## src/rtl/shifter_seq.sv

```systemverilog
// Multi-cycle shifter: accepts an operand over valid/ready, shifts it by at most
// STEP positions per clock, and presents the result over valid/ready.
module shifter_seq #(
  parameter  int unsigned WIDTH   = 32,
  parameter  int unsigned STEP    = 1,
  localparam int unsigned SHAMT_W = $clog2(WIDTH)
) (
  input  logic               clk,
  input  logic               rst,
  input  logic               in_valid,
  output logic               in_ready,
  input  logic [WIDTH-1:0]   in_data,
  input  logic [SHAMT_W-1:0] in_shamt,
  input  logic [1:0]         in_type,
  output logic               out_valid,
  input  logic               out_ready,
  output logic [WIDTH-1:0]   out_data,
  output logic               busy
);

  localparam logic [1:0] S_IDLE  = 2'd0;
  localparam logic [1:0] S_SHIFT = 2'd1;
  localparam logic [1:0] S_DONE  = 2'd2;

  localparam logic [1:0] T_LSL = 2'd0;
  localparam logic [1:0] T_LSR = 2'd1;
  localparam logic [1:0] T_ASR = 2'd2;
  localparam logic [1:0] T_ROR = 2'd3;

  // Remaining count never exceeds WIDTH-1, so saturating STEP there loses nothing.
  localparam int unsigned        STEP_SAT = (STEP >= WIDTH) ? (WIDTH - 1) : STEP;
  localparam logic [SHAMT_W-1:0] STEP_K   = SHAMT_W'(STEP_SAT);

  logic [1:0]         state_q, state_d;
  logic [WIDTH-1:0]   data_q,  data_d;
  logic [SHAMT_W-1:0] rem_q,   rem_d;
  logic [1:0]         type_q,  type_d;
  logic [WIDTH-1:0]   out_q,   out_d;

  logic [SHAMT_W-1:0] step_k;
  logic [SHAMT_W:0]   rot_amt;
  logic [WIDTH-1:0]   step_res;
  logic [SHAMT_W-1:0] rem_next;

  always_comb begin
    step_k   = (rem_q > STEP_K) ? STEP_K : rem_q;
    rot_amt  = (SHAMT_W+1)'(WIDTH) - (SHAMT_W+1)'(step_k);
    rem_next = rem_q - step_k;
  end

  // The sign bit stays in the MSB after each arithmetic step, so repeated
  // partial shifts replicate the original sign.
  always_comb begin
    step_res = data_q;
    case (type_q)
      T_LSL:   step_res = data_q << step_k;
      T_LSR:   step_res = data_q >> step_k;
      T_ASR:   step_res = WIDTH'($signed(data_q) >>> step_k);
      T_ROR:   step_res = (data_q >> step_k) | (data_q << rot_amt);
      default: step_res = data_q;
    endcase
  end

  always_comb begin
    state_d = state_q;
    data_d  = data_q;
    rem_d   = rem_q;
    type_d  = type_q;
    out_d   = out_q;
    case (state_q)
      S_IDLE: begin
        if (in_valid) begin
          data_d = in_data;
          rem_d  = in_shamt;
          type_d = in_type;
          if (in_shamt == '0) begin
            out_d   = in_data;
            state_d = S_DONE;
          end else begin
            state_d = S_SHIFT;
          end
        end
      end
      S_SHIFT: begin
        data_d = step_res;
        rem_d  = rem_next;
        if (rem_next == '0) begin
          out_d   = step_res;
          state_d = S_DONE;
        end
      end
      S_DONE: begin
        if (out_ready) begin
          state_d = S_IDLE;
        end
      end
      default: state_d = S_IDLE;
    endcase
  end

  always_ff @(posedge clk or posedge rst) begin
    if (rst) begin
      state_q <= S_IDLE;
      data_q  <= '0;
      rem_q   <= '0;
      type_q  <= '0;
      out_q   <= '0;
    end else begin
      state_q <= state_d;
      data_q  <= data_d;
      rem_q   <= rem_d;
      type_q  <= type_d;
      out_q   <= out_d;
    end
  end

  assign in_ready  = (state_q == S_IDLE);
  assign busy      = (state_q == S_SHIFT);
  assign out_valid = (state_q == S_DONE);
  assign out_data  = out_q;

endmodule

```

## config.mk

```make
export PLATFORM = sky130hd
export DESIGN_NAME = shifter_seq
export DESIGN_NICKNAME = d
export VERILOG_FILES = /design/src/rtl/shifter_seq.sv
export SDC_FILE = /design/constraint.sdc
export NUM_CORES = 1
export LEC_CHECK = 0
export BUFFER_PORTS_ARGS = -buffer_cell sky130_fd_sc_hd__buf_2
export CORE_MARGIN = 5
export CORE_UTILIZATION = 46
export CTS_CLUSTER_DIAMETER = 30
export DETAILED_ROUTE_END_ITERATION = 8
export GPL_TIMING_DRIVEN = 0
export HOLD_SLACK_MARGIN = 0.03
export PLACE_DENSITY = 0.68
export SETUP_SLACK_MARGIN = 0.05
export SKIP_LAST_GASP = 1
export SYNTH_ARGS = -nofsm -noshare
export SYNTH_HDL_FRONTEND = slang
export SYNTH_SLANG_ARGS = --single-unit
```

## constraint.sdc

```tcl
create_clock -name clk -period 9.2 [get_ports clk]
set_input_delay 1.84 -clock clk [delete_from_list [all_inputs] [get_ports clk]]
set_output_delay 1.84 -clock clk [all_outputs]
set_load 0.005 [all_outputs]
```

==> results of run 1 <==
[worst min path at each step]
stage	start	slack [ps]	cells past startpoint	end
after global placement	out_data[28]	460	2	out_data[28]
after detailed placement	out_data[28]	460	2	out_data[28]
after floorplan	out_data[12]	470	2	out_data[12]
after CTS	out_data[12]	480	2	out_data[12]
after global routing	out_data[28]	510	2	out_data[28]
final	out_data[12]	470	2	out_data[12]
[metal layers]
layer | vias to the layer above | wire, um | share of wire | global-route usage
li1 | 2060 | - | - | -
met1 | 2176 | 6990 | 0.46 | 0.386
met2 | 180 | 6870 | 0.45 | 0.425
met3 | 26 | 960 | 0.064 | 0.0390
met4 | 0 | 298 | 0.020 | 0.0766
met5 | - | 0 | 0 | 0
[power by group through the flow]
stage               Combinational (W)  Sequential [W]  Clock [W]
floorplan                    0.000943        0.000626          0
global placement              0.00133        0.000678          0
detailed placement            0.00136        0.000681          0
CTS                           0.00137        0.000677   0.000290
global route                  0.00152        0.000706   0.000306
finish                        0.00137        0.000681   0.000284
[per-stage QoR]
stage	area, sq um	std cells	hold slack (ps)	setup slack, ps	power [W]
CTS	5200	732	483	4980	0.00233
detailed placement	4980	716	464	5080	0.00204
finish	5200	732	474	4940	0.00234
floorplan	4400	509	470	5510	0.00157
global route	5200	732	509	4780	0.00253
global placement	4950	715	458	4570	0.00201
[placed cells by master (no fill, tap or decap), types with 3 or more instances in the layout]
| master | count |
|---|---|
| ha_1 | 3 |
| a311o_1 | 3 |
| a211oi_1 | 9 |
| a311oi_1 | 9 |
| clkbuf_1 | 29 |
| or3_1 | 4 |
| o2111ai_1 | 4 |
| and2_1 | 3 |
| a22oi_1 | 3 |
| nor2_1 | 49 |
| o21ai_0 | 33 |
| dfrtp_1 | 73 |
| mux2i_1 | 26 |
| a41oi_1 | 3 |
| nand2b_1 | 8 |
| nor3_1 | 26 |
| clkinvlp_4 | 4 |
| a31oi_1 | 14 |
| o21ai_1 | 5 |
| nand3_1 | 6 |
| o211ai_1 | 11 |
| a21oi_1 | 45 |
| mux2_2 | 11 |
| nand2_1 | 67 |
| clkbuf_8 | 9 |
| buf_6 | 4 |
| o221ai_1 | 5 |
| inv_1 | 4 |
| o21a_1 | 4 |
| o32a_1 | 3 |
| a221o_1 | 4 |
| buf_2 | 86 |
[sequential cells by signal (all words and copies together), names as in the netlist]
name / count
state_q: 2
type_q: 2
out_data: 32
rem_q: 5
data_q: 32
[area by class of cell]
cell class                      instances  area [sq um]  area share
Multi-Input combinational cell        384          2330       0.449
Sequential cell                        73          1830       0.351
Timing Repair Buffer                   78           413      0.0794
Buffer                                 45           214      0.0412
Tap cell                              129           161      0.0311
Clock buffer                            9           124      0.0238
Clock inverter                          7          95.1      0.0183
Inverter                                7          28.8     0.00554
[cells in the mapped netlist, types with 3 or more instances]
library cell,number,share of area
o21ai_1,5,0.0057
buf_6,4,0.010
a41oi_1,3,0.0060
mux2_2,11,0.028
a22oi_1,3,0.0051
nand2_1,67,0.057
o2111ai_1,4,0.0080
nand3_1,6,0.0068
clkbuf_1,29,0.025
nor3_1,26,0.030
o221ai_1,5,0.0099
o21ai_0,33,0.038
mux2i_1,26,0.059
a221o_1,4,0.0091
nor2_1,49,0.042
buf_2,9,0.010
dfrtp_1,73,0.42
nand2b_1,8,0.011
and2_1,3,0.0043
a311oi_1,9,0.018
inv_1,5,0.0043
a31oi_1,14,0.020
a311o_1,3,0.0068
or3_1,4,0.0057
a21oi_1,45,0.051
o211ai_1,11,0.019
o21a_1,4,0.0068
a211oi_1,9,0.015
ha_1,3,0.0085
o32a_1,3,0.0068
[cell families after synthesis]
family          synth area share
simple gates               0.180
compound gates             0.254
flops                      0.415
buf+inv                   0.0546
mux                       0.0873
fa+ha+maj                0.00853
other cells             0.000852
[critical path, cell delays in order, from the launching register on]
cell and delay [ps]:
dfrtp_1 330, buf_2 210, nand2b_1 70, clkbuf_1 210
inv_2 190, clkbuf_1 490, clkbuf_1 380, buf_2 190
==> reports/results.tsv, run 1 <==
metric	value	unit
maxcap violations	0	
Netlist Area Pre-Place	4400	sq um
Hold Buf Count CTS	0	
Placer Congestion	0.907	
share of layout cells above drive strength 1	0.212	
CTS H-tree depth	3	
Yosys reg bits	73	
CTS Buf Count	9	
vias in the first global route	4267	
status	completed	
Clock power frac	0.121	
power density cells	450	nW/um^2
crit path from	state_q[0]	
CTS tree	yes	
Min-Delay Path Class	reg -> reg	
number of synthesized flops with an enable pin	0	
required time of the critical path	7360	ps
Die ar.	11600	sq um
r2r worst-path depth	15	
final critical-path required period	4260	ps
core area	9280	sq um
largest net degree at the start of global routing	72	
Via density	6.07	
Crit. End Element	output pin	
HPWL Detailed	11000	um
Post-Route WL	15100	um
Avg Inst Size Synth	8.65	sq um
sequential share of the synthesized area	0.415	
setup violators final	0	
drt wl/cell	20.6	um
final design utilization	0.560	
Mapped Cells	509	
latest clock arrival within the worst-skew pair	350	ps
fill count	919	
Clock Skews	10.7	ps
gr ovfl total	0	
setup slack, reg-to-reg	4990	ps
diode count	0	
cts repair resizes	0	
Critical Path Fanout Max	10	
RSZ-0062 raised after global routing	false	
LEAKAGE	2.20	nW
first-pass GRT wire length	24100	um
post-synth cell types	55	
Worst VDD drop	0.000173	V
Synth Net Count	555	
clk sink count	73	
Worst EP arrival	2420	ps
period utilisation layout	0.463	
I/O Pins	78	
Final ANT Viol Nets	0	
Comb pwr share	0.587	
CTS root buffer	clkbuf_8	
Final Max Tran Viols	0	
Seq pwr share	0.291	
Worst Setup Path Type	reg -> out	
setup TNS	0	ps
Ys Warns	0	
Setup Buffers After CTS	0	
Via Count	4442	
Most used DFF post-synth	dfrtp_1	
FMAX	235	MHz
Area Growth Syn to Fin	18.1	%
Rel. slew slack	0.437	
Worst Tran Pin Value	841	ps
final hold violation count	0	
Layout Nets	644	
DRC	0	
Worst setup SP type	flip-flop	
clk slew on worst S/H paths	80	ps
Die Width	108	um
die height	108	um
worst r2r src	rem_q[2]	
First-pass DRT Iterations	6	
initial core utilization	0.474	
Sw Pwr	0.00116	W
Post-synth ARST share	1.00	
R2R Path End	out_data[30]	
crit path to	busy	
initial antenna violation count	0	
CTS Buffer Depth	2	
Switching Share	0.496	
Total GRT Usage	0.270	
Row Count	35	
initial drt markers	295	
Int Pwr	0.00118	W
# port buffers	77	
No activity file was read; power rests on OpenSTA's default activity.
==> inputs of run 2 (changes only) <==
- PLACE_DENSITY: 0.68 -> 0.7
- clock period: 9.2 -> 3.76 ns (I/O delays scaled with it)
==> reports/results.tsv, run 2 (synthesized netlist as in run 1, its figures left out) <==
metric	value	unit	change
Final ANT Viol Nets	0		unchanged
FMAX	284	MHz	
drt wl/cell	20.8	um	was 20.6 um
GR Layer Usage met1	0.382		was 0.386
Final Max Tran Viols	0		unchanged
LEAKAGE	2.26	nW	was 2.20 nW
multi-input logic area	2370	sq um	was 2330 sq um
maxcap violations	0		unchanged
grt met3 use	0.0468		was 0.0390
diode count	0		unchanged
clk sink count	73		unchanged
# port buffers	77		unchanged
DRC	0		unchanged
initial antenna violation count	0		unchanged
CTS Buffer Depth	2		unchanged
power density cells	1110	nW/um^2	was 450 nW/um^2
worst r2r src	rem_q[4]		was rem_q[2]
Area Growth Syn to Fin	20.2	%	was 18.1%
die height	108	um	unchanged
Post-Route WL	15300	um	was 15100 um
HPWL Detailed	11200	um	was 11000 um
dpl cells	716		unchanged
Die Width	108	um	unchanged
Clock Skews	15.0	ps	was 10.7 ps
Row Count	35		unchanged
met2 Usage GRT	0.428		was 0.425
fin cells	734		was 732
Critical Path Fanout Max	10		unchanged
crit path from	rem_q[4]		was state_q[0]
CTS H-tree depth	3		unchanged
CTS tree	yes		unchanged
r2r worst-path depth	13		was 15
vias in the first global route	4472		was 4267
period utilisation layout	0.937		
Via density	6.00		was 6.07
Total Power	0.00589	W	was 0.00234 W
most used cells in the layout excluding fill and tap cells	86 x buf_2, 72 x dfrtp_1, 67 x nand2_1		was 86 x buf_2, 73 x dfrtp_1, 67 x nand2_1
CTS Buf Count	9		unchanged
Worst Tran Pin Value	839	ps	was 841 ps
I/O Pins	78		unchanged
Worst setup SP type	flip-flop		unchanged
Seq. cell area	1830	sq um	about the same
Worst EP arrival	3790	ps	was 2420 ps
Crit. End Element	flip-flop		was output pin
core area	9280	sq um	unchanged
setup violators final	0		unchanged
final critical-path required period	3520	ps	
Via Count	4406		was 4442
latest clock arrival within the worst-skew pair	360	ps	was 350 ps
Worst Setup Path Type	reg -> reg		was reg -> out
Total GRT Usage	0.274		was 0.270
Placer Congestion	0.919		was 0.907
Min-Delay Path Class	in -> async		was reg -> reg
Worst VDD drop	0.000444	V	was 0.000173 V
share of layout cells above drive strength 1	0.233		was 0.212
RSZ-0062 raised after global routing	false		unchanged
final hold violation count	0		unchanged
fill count	897		was 919
CTS root buffer	clkbuf_8		unchanged
required time of the critical path	4030	ps	was 7360 ps
initial drt markers	283		was 295
largest net degree at the start of global routing	39		was 72
Hold Buf Count CTS	0		unchanged
First-pass DRT Iterations	5		was 6
Rel. slew slack	0.438		was 0.437
gr busiest metal	met2		unchanged
status	completed		unchanged
gr ovfl total	0		unchanged
most common cell after layout, fill and taps aside	buf_2		unchanged
Die ar.	11600	sq um	unchanged
first-pass GRT wire length	24700	um	was 24100 um
Layout Nets	646		was 644
clk slew on worst S/H paths	90	ps	was 80 ps
initial core utilization	0.474		unchanged
run 2: changes by cell type in the layout (fill, tap and decap cells not counted), sizes merged:
| cell | before | now |
|---|---|---|
| bufinv | 2 | 3 |
| clkinvlp | 4 | 1 |
| inv | 6 | 7 |
| buf | 94 | 96 |
| clkbuf | 38 | 39 |
run 2: final timing paths:
path,endpoint,slack [ps]
max in group asynchronous,data_q[30],2760
min,out_data[6],410
min reg2reg,out_data[23],480
max reg2reg,out_data[29],240
min in group clk,out_data[23],480
max,out_data[29],240
run 2: repair_timing:
item | 4_1_cts | 5_1_grt
gates resized for setup | 8 | 9
buffers inserted | 0 | 2
pin swaps | 1 | 2
endpoints found under the setup margin | 31 | 35
run 2: stage by stage:
stage | util | instance area [sq um] | worst slack [ps] | TNS [ps] | hold WS, ps
2_1_floorplan | - | 4400 | 486 | 0 | 470
3_3_place_gp | 0.533 | 4950 | -338 | -3420 | 458
3_5_place_dp | 0.535 | 4970 | -352 | -3410 | 465
4_1_cts | 0.565 | 5250 | 76.9 | 0 | 428
5_1_grt | 0.570 | 5290 | 57.3 | 0 | 455
6_report | 0.570 | 5290 | 237 | 0 | 409
run 2: layout make-up:
| class | count | share of cell area |
|---|---|---|
| Timing Repair Buffer | 80 | 0.0795 |
| Clock inverter | 6 | 0.0218 |
| Tap cell | 129 | 0.0305 |
| Sequential cell | 73 | 0.346 |
| Buffer | 45 | 0.0426 |
| Multi-Input combinational cell | 384 | 0.448 |
| Clock buffer | 10 | 0.0260 |
| Inverter | 7 | 0.00591 |
run 2: metal layers:
| metal | vias up | part of all wire |
|---|---|---|
| li1 | 2063 | - |
| met3 | 35 | 0.063 |
| met5 | - | 0 |
| met4 | 0 | 0.028 |
| met2 | 181 | 0.45 |
| met1 | 2127 | 0.46 |
run 2: report_power, final:
group          total, W  switching (W)  internal, W
clock          0.000790       0.000328     0.000461
combinational   0.00342        0.00209      0.00133
sequential      0.00168       0.000465      0.00121
run 2: critical path, stage by stage (launching register included):
cell and delay [ps]:
dfrtp_1 440, or4_1 530, clkbuf_2 190, or2_1 230, clkbuf_1 150, inv_4 90
buf_6 150, ha_1 240, buf_2 180, buf_2 210, o32a_1 360, a41oi_1 310
nor2_1 110, o31ai_2 240
